--- src/rtl/ps2_host_ctrl.sv ---
// PS/2 host-to-device command controller: inhibit, request-to-send, bit shifting, line-ACK and 0xFA/0xFE response wait.
// Optional resend on 0xFE response is enabled by defining PS2_RESEND_EN.
module ps2_host_ctrl #(
    parameter int INHIBIT_CYCLES = 10000,
    parameter int TIMEOUT_CYCLES = 2000000,
    parameter int MAX_RETRY      = 3
) (
    input  logic       clk,
    input  logic       rst,
    input  logic       ps2_clk_in,
    input  logic       ps2_data_in,
    output logic       ps2_clk_drv,
    output logic       ps2_data_drv,
    input  logic       cmd_valid,
    input  logic [7:0] cmd_data,
    output logic       cmd_ready,
    input  logic [7:0] rx_byte,
    input  logic       rx_valid,
    output logic       rx_hold,
    output logic       busy,
    output logic       resp_ok,
    output logic       resp_err,
    output logic [1:0] err_code,
    output logic [2:0] dbg_state
);

`ifdef PS2_RESEND_EN
    localparam bit RESEND_EN = 1'b1;
`else
    localparam bit RESEND_EN = 1'b0;
`endif

    localparam int CNT_MAX = (TIMEOUT_CYCLES > INHIBIT_CYCLES) ? TIMEOUT_CYCLES : INHIBIT_CYCLES;
    localparam int CNT_W   = $clog2(CNT_MAX + 1);
    localparam int RETRY_W = (MAX_RETRY < 1) ? 1 : $clog2(MAX_RETRY + 1);

    localparam logic [CNT_W-1:0] INH_LAST = CNT_W'(INHIBIT_CYCLES - 1);
    localparam logic [CNT_W-1:0] INH_PRE  = CNT_W'(INHIBIT_CYCLES - 2);
    localparam logic [CNT_W-1:0] TMO_LAST = CNT_W'(TIMEOUT_CYCLES - 1);

    localparam logic [1:0] ERR_TIMEOUT = 2'b01;
    localparam logic [1:0] ERR_NO_ACK  = 2'b10;
    localparam logic [1:0] ERR_NAK     = 2'b11;

    typedef enum logic [2:0] {
        IDLE      = 3'd0,
        INHIBIT   = 3'd1,
        RTS       = 3'd2,
        SEND      = 3'd3,
        LACK      = 3'd4,
        WAIT_RESP = 3'd5
    } state_t;

    state_t             state;
    logic [1:0]         clk_s;
    logic [1:0]         dat_s;
    logic [7:0]         cmd_q;
    logic               parity_q;
    logic [CNT_W-1:0]   cnt;
    logic [3:0]         bit_idx;
    logic               armed;
    logic [RETRY_W-1:0] retry_cnt;

    logic       fe_raw;
    logic       fe_armed;
    logic       tmo_hit;
    logic       rx_ack;
    logic       rx_nak;
    logic       resend_ok;
    logic       fail;
    logic [1:0] fail_code;

    // Command handshake: a byte is taken on any cycle where cmd_valid and cmd_ready
    // are both high; cmd_ready is high only in IDLE, so nothing is queued while busy.
    assign fe_raw    = (clk_s == 2'b10);
    assign fe_armed  = fe_raw && armed;
    assign tmo_hit   = !fe_raw && (cnt == TMO_LAST);
    assign rx_ack    = rx_valid && (rx_byte == 8'hFA);
    assign rx_nak    = rx_valid && (rx_byte == 8'hFE);
    assign resend_ok = RESEND_EN && (retry_cnt < RETRY_W'(MAX_RETRY));
    assign dbg_state = state;

    always_comb begin
        fail      = 1'b0;
        fail_code = 2'b00;
        case (state)
            SEND: begin
                if (tmo_hit) begin
                    fail      = 1'b1;
                    fail_code = ERR_TIMEOUT;
                end
            end
            LACK: begin
                if (fe_armed && dat_s[1]) begin
                    fail      = 1'b1;
                    fail_code = ERR_NO_ACK;
                end else if (tmo_hit) begin
                    fail      = 1'b1;
                    fail_code = ERR_TIMEOUT;
                end
            end
            WAIT_RESP: begin
                if (rx_nak && !resend_ok) begin
                    fail      = 1'b1;
                    fail_code = ERR_NAK;
                end else if (tmo_hit && !rx_ack && !rx_nak) begin
                    fail      = 1'b1;
                    fail_code = ERR_TIMEOUT;
                end
            end
            default: ;
        endcase
    end

    always_ff @(posedge clk or posedge rst) begin
        if (rst) begin
            state        <= IDLE;
            clk_s        <= 2'b11;
            dat_s        <= 2'b11;
            cmd_q        <= 8'h00;
            parity_q     <= 1'b0;
            cnt          <= '0;
            bit_idx      <= 4'd0;
            armed        <= 1'b0;
            retry_cnt    <= '0;
            ps2_clk_drv  <= 1'b0;
            ps2_data_drv <= 1'b0;
            cmd_ready    <= 1'b1;
            busy         <= 1'b0;
            rx_hold      <= 1'b0;
            resp_ok      <= 1'b0;
            resp_err     <= 1'b0;
            err_code     <= 2'b00;
        end else begin
            clk_s    <= {clk_s[0], ps2_clk_in};
            dat_s    <= {dat_s[0], ps2_data_in};
            resp_ok  <= 1'b0;
            resp_err <= 1'b0;
            err_code <= 2'b00;

            if (fail) begin
                resp_err     <= 1'b1;
                err_code     <= fail_code;
                ps2_clk_drv  <= 1'b0;
                ps2_data_drv <= 1'b0;
                cmd_ready    <= 1'b1;
                busy         <= 1'b0;
                rx_hold      <= 1'b0;
                state        <= IDLE;
            end else begin
                case (state)
                    IDLE: begin
                        if (cmd_valid && cmd_ready) begin
                            cmd_q        <= cmd_data;
                            parity_q     <= ~^cmd_data;
                            retry_cnt    <= '0;
                            cnt          <= '0;
                            ps2_clk_drv  <= 1'b1;
                            ps2_data_drv <= (INHIBIT_CYCLES == 1);
                            cmd_ready    <= 1'b0;
                            busy         <= 1'b1;
                            rx_hold      <= 1'b1;
                            state        <= INHIBIT;
                        end
                    end
                    INHIBIT: begin
                        if (cnt == INH_LAST) begin
                            ps2_clk_drv <= 1'b0;
                            state       <= RTS;
                        end else begin
                            // Start bit goes onto the line during the last inhibit cycle.
                            if (cnt == INH_PRE) begin
                                ps2_data_drv <= 1'b1;
                            end
                            cnt <= cnt + 1'b1;
                        end
                    end
                    RTS: begin
                        bit_idx <= 4'd0;
                        armed   <= 1'b0;
                        cnt     <= '0;
                        state   <= SEND;
                    end
                    SEND: begin
                        // Arm only once the released clock is seen high, so the
                        // host's own inhibit release can never count as a device edge.
                        if (!armed && clk_s[1]) begin
                            armed <= 1'b1;
                        end
                        cnt <= fe_raw ? '0 : cnt + 1'b1;
                        if (fe_armed) begin
                            case (bit_idx)
                                4'd8:    ps2_data_drv <= ~parity_q;
                                4'd9:    ps2_data_drv <= 1'b0;
                                default: ps2_data_drv <= ~cmd_q[bit_idx[2:0]];
                            endcase
                            bit_idx <= bit_idx + 4'd1;
                            if (bit_idx == 4'd9) begin
                                state <= LACK;
                            end
                        end
                    end
                    LACK: begin
                        cnt <= fe_raw ? '0 : cnt + 1'b1;
                        if (fe_armed) begin
                            rx_hold <= 1'b0;
                            cnt     <= '0;
                            state   <= WAIT_RESP;
                        end
                    end
                    WAIT_RESP: begin
                        cnt <= fe_raw ? '0 : cnt + 1'b1;
                        if (rx_ack) begin
                            resp_ok   <= 1'b1;
                            cmd_ready <= 1'b1;
                            busy      <= 1'b0;
                            state     <= IDLE;
                        end else if (rx_nak) begin
                            // Only reached when another resend is allowed.
                            retry_cnt    <= retry_cnt + 1'b1;
                            cnt          <= '0;
                            ps2_clk_drv  <= 1'b1;
                            ps2_data_drv <= (INHIBIT_CYCLES == 1);
                            rx_hold      <= 1'b1;
                            state        <= INHIBIT;
                        end
                    end
                    default: begin
                        ps2_clk_drv  <= 1'b0;
                        ps2_data_drv <= 1'b0;
                        cmd_ready    <= 1'b1;
                        busy         <= 1'b0;
                        rx_hold      <= 1'b0;
                        state        <= IDLE;
                    end
                endcase
            end
        end
    end

endmodule

--- config.mk ---
export PLATFORM = sky130hd
export DESIGN_NAME = ps2_host_ctrl
export DESIGN_NICKNAME = d
export VERILOG_FILES = /design/src/rtl/ps2_host_ctrl.sv
export SDC_FILE = /design/constraint.sdc
export NUM_CORES = 1
export LEC_CHECK = 0
export ABC_AREA = 1
export CORE_MARGIN = 2
export CORE_UTILIZATION = 40
export DETAILED_ROUTE_END_ITERATION = 8
export PLACE_DENSITY = 0.63
export SETUP_SLACK_MARGIN = 0.02
export SLEW_MARGIN = 10
export SYNTH_ARGS = -nofsm -noshare
export SYNTH_HDL_FRONTEND = slang
export SYNTH_SLANG_ARGS = --single-unit
--- constraint.sdc ---
create_clock -name clk -period 2.2 [get_ports clk]
set_clock_uncertainty 0.1 [all_clocks]
set_input_delay 0.33 -clock clk [delete_from_list [all_inputs] [get_ports clk]]
set_output_delay 0.33 -clock clk [all_outputs]
set_load 0.02 [all_outputs]
==> results.cfg <==
[route]
drc = 0
wl_mm = 7.33
vias = 2926
antenna_left = 0
drtPass1Iterations = 4
viasPerCell = 4.88
drt_iter0_drc = 123
post_drt_wl_per_cell_um = 12.2

[die]
dieHeight_um = 93.2
die_area_um2 = 8690
num_rows = 32
die_w_um = 93.2
core-area_um2 = 7730
start_util_pct = 41.2
ioPinCount = 34

[synth]
seq_area_frac_synth_pct = 40.3
synth_area_um2 = 3180
syn-num-nets = 468
synth_seq_cells = 51
ys_types = 40
ys_warn_count = 0
syn_avg_cell_area_um2 = 7.22
syn_inst = 441

[placed_design]
dpl.hpwl_mm = 5.67
io_buffers = 33
gp_congestion = 0.886
placedCellCount = 590
pre_cts_ws_ns = -0.0163

[final_layout]
fill_cells = 761
final_cells = 599
final_nets = 523
final_common_cell = nand2_1
diodes = 0
drive_above_1_share_pct = 12.9
area_growth_pct = 22.7
seq_area_um2 = 1280
final_cell_mix = nand2_1, inv_1, nor2_1
multi_input_area_um2 = 1630

[clock_tree]
cts.path.max_buffers = 2
clk_pin_slew_ns = 0.10
cts_buffers = 5
clk_latency_ns = 0.32
root_buffer = clkbuf_8
htree_levels = 2
hold_buffers = 0
clock-sinks = 51
cts_tree = yes

[timing]
fin_tns_setup_ns = 0
max_freq_mhz = 479
hold_violations = 0
relSlewSlack_pct = 72.5
finalMaxSlewViolations = 0
rsz0062_at_grt = false
fin_crit_ns = 2.09
tightest_slew_ns = 0.409
setup_ws_ns = 0.113
setup_viol = 0
finalCritPeriodShare_pct = 94.8

[pwr]
powerDensity_nw_per_um2 = 1000
netSwitchingFraction_pct = 43.1
combPwrFrac_pct = 51.6
power.total_mw = 3.92
internal_power_mw = 2.23
peakVddDrop_mv = 0.415
power.switching_mw = 1.69
seqPwrFrac_pct = 33.5
p_leak_nw = 1.89
clkPwrFrac_pct = 14.9

[setup_path]
worstPathRequired_ns = 1.77
worstSetupPathType = reg -> out
path_max_fanout = 6
arrival_ns = 1.66
worstSetupStartpointType = flop
end_kind = primary output
r2r_slack_ns = 0.17

[global_route]
grt_pass1_wl_mm = 12.5
grt_max_degree = 52
antenna_found_initial = 0
track_usage_pct = 18.1
overflow = 0
grt_pass1_vias = 2664

[outcome]
status = finished clean

[job]
maxCapViolations = 0

[hold_path]
hold_path_class = reg -> reg
[metrics by stage]
stage / util [%] / instance area, um^2 / hold slack [ns]
after floorplan: - / 3180 / 0.234
after global placement: 49.0 / 3790 / 0.246
after detailed placement: 49.0 / 3790 / 0.247
after CTS: 50.3 / 3880 / 0.262
after global routing: 50.6 / 3910 / 0.266
final: 50.6 / 3910 / 0.262
[worst paths after layout]
kind                               from           end  cells after the start
max                        dbg_state[2]  dbg_state[2]                      2
min                            dat_s[0]      dat_s[1]                      0
max reg2reg                      cnt[0]  dbg_state[1]                     12
min reg2reg                    dat_s[0]      dat_s[1]                      0
max in group asynchronous           rst      dat_s[1]                      3
min in group asynchronous           rst       cnt[15]                      3
[worst max-delay path, cell delays in order (launching register included)]
cell and delay, ns:
dfrtp_1 0.54, buf_4 0.20, clkdlybuf4s50_1 0.60
[routing by layer]
layer,part of all wire [%],vias to the layer above,global-route usage (%),routed length (um)
met5,0,-,0,0
met4,1.8,0,6.00,130
met3,5.2,14,3.55,380
met2,44,75,27.5,3230
met1,49,1325,26.0,3590
li1,-,1512,-,-
[logic make-up (layout without fill, tap and decap cells)]
family / count (synthesis) / in the layout / synth area share [%]
buf+inv: 69 / 125 / 8.96
simple gates: 258 / 258 / 37.5
compound gates: 47 / 47 / 8.26
xor+xnor: 11 / 11 / 3.03
flops: 51 / 51 / 40.3
fa+ha+maj: 5 / 5 / 1.97
[power by group through the flow]
stage               clock network (mW)  logic, mW  registers [mW]
floorplan                            0       1.23            1.35
global placement                     0       1.97            1.32
detailed placement                   0       2.00            1.33
CTS                              0.614       2.00            1.31
global route                     0.641       2.26            1.34
finish                           0.584       2.02            1.31
[synthesized netlist by cell type (all sizes together)]
cell      n  area, um^2
xor2      4        35.0
o31ai     1        7.51
o22ai     2        12.5
and3      1        6.26
nor4      1        12.5
nand4    14        87.6
o21ai    30         154
dfstp     5         131
a21oi     6        30.0
nor3b     1        7.51
a22oi     1        7.51
xnor2     7        61.3
clkbuf    2        7.51
buf       5        40.0
nor3      7        46.3
o21bai    1        7.51
ha        5        62.6
or2       1        6.26
inv      62         238
nor2     61         310
a31oi     1        6.26
o211ai    1        7.51
dfrtp    46        1150
o21a      1        7.51
a21boi    3        22.5
nand3    39         200
nand2   133         517
[layout make-up]
class / count / share of cell area (%)
Multi-Input combinational cell: 321 / 41.7
Sequential cell: 51 / 32.8
Timing Repair Buffer: 55 / 13.6
Tap cell: 102 / 3.27
Inverter: 62 / 6.09
Clock inverter: 3 / 0.673
Clock buffer: 5 / 1.76
[registers in the layout, indices dropped and copies added (netlist names), 2 cells and up]
register	count
err_code	2
dbg_state	3
cnt	21
cmd_q	8
dat_s	2
bit_idx	4
clk_s	2
[what timing repair did]
| action | CTS | global route |
|---|---|---|
| setup buffers | 0 | 1 |
| resized for setup | 0 | 5 |
| setup endpoints to repair | 0 | 6 |
Power figures use the tool's default switching activity.
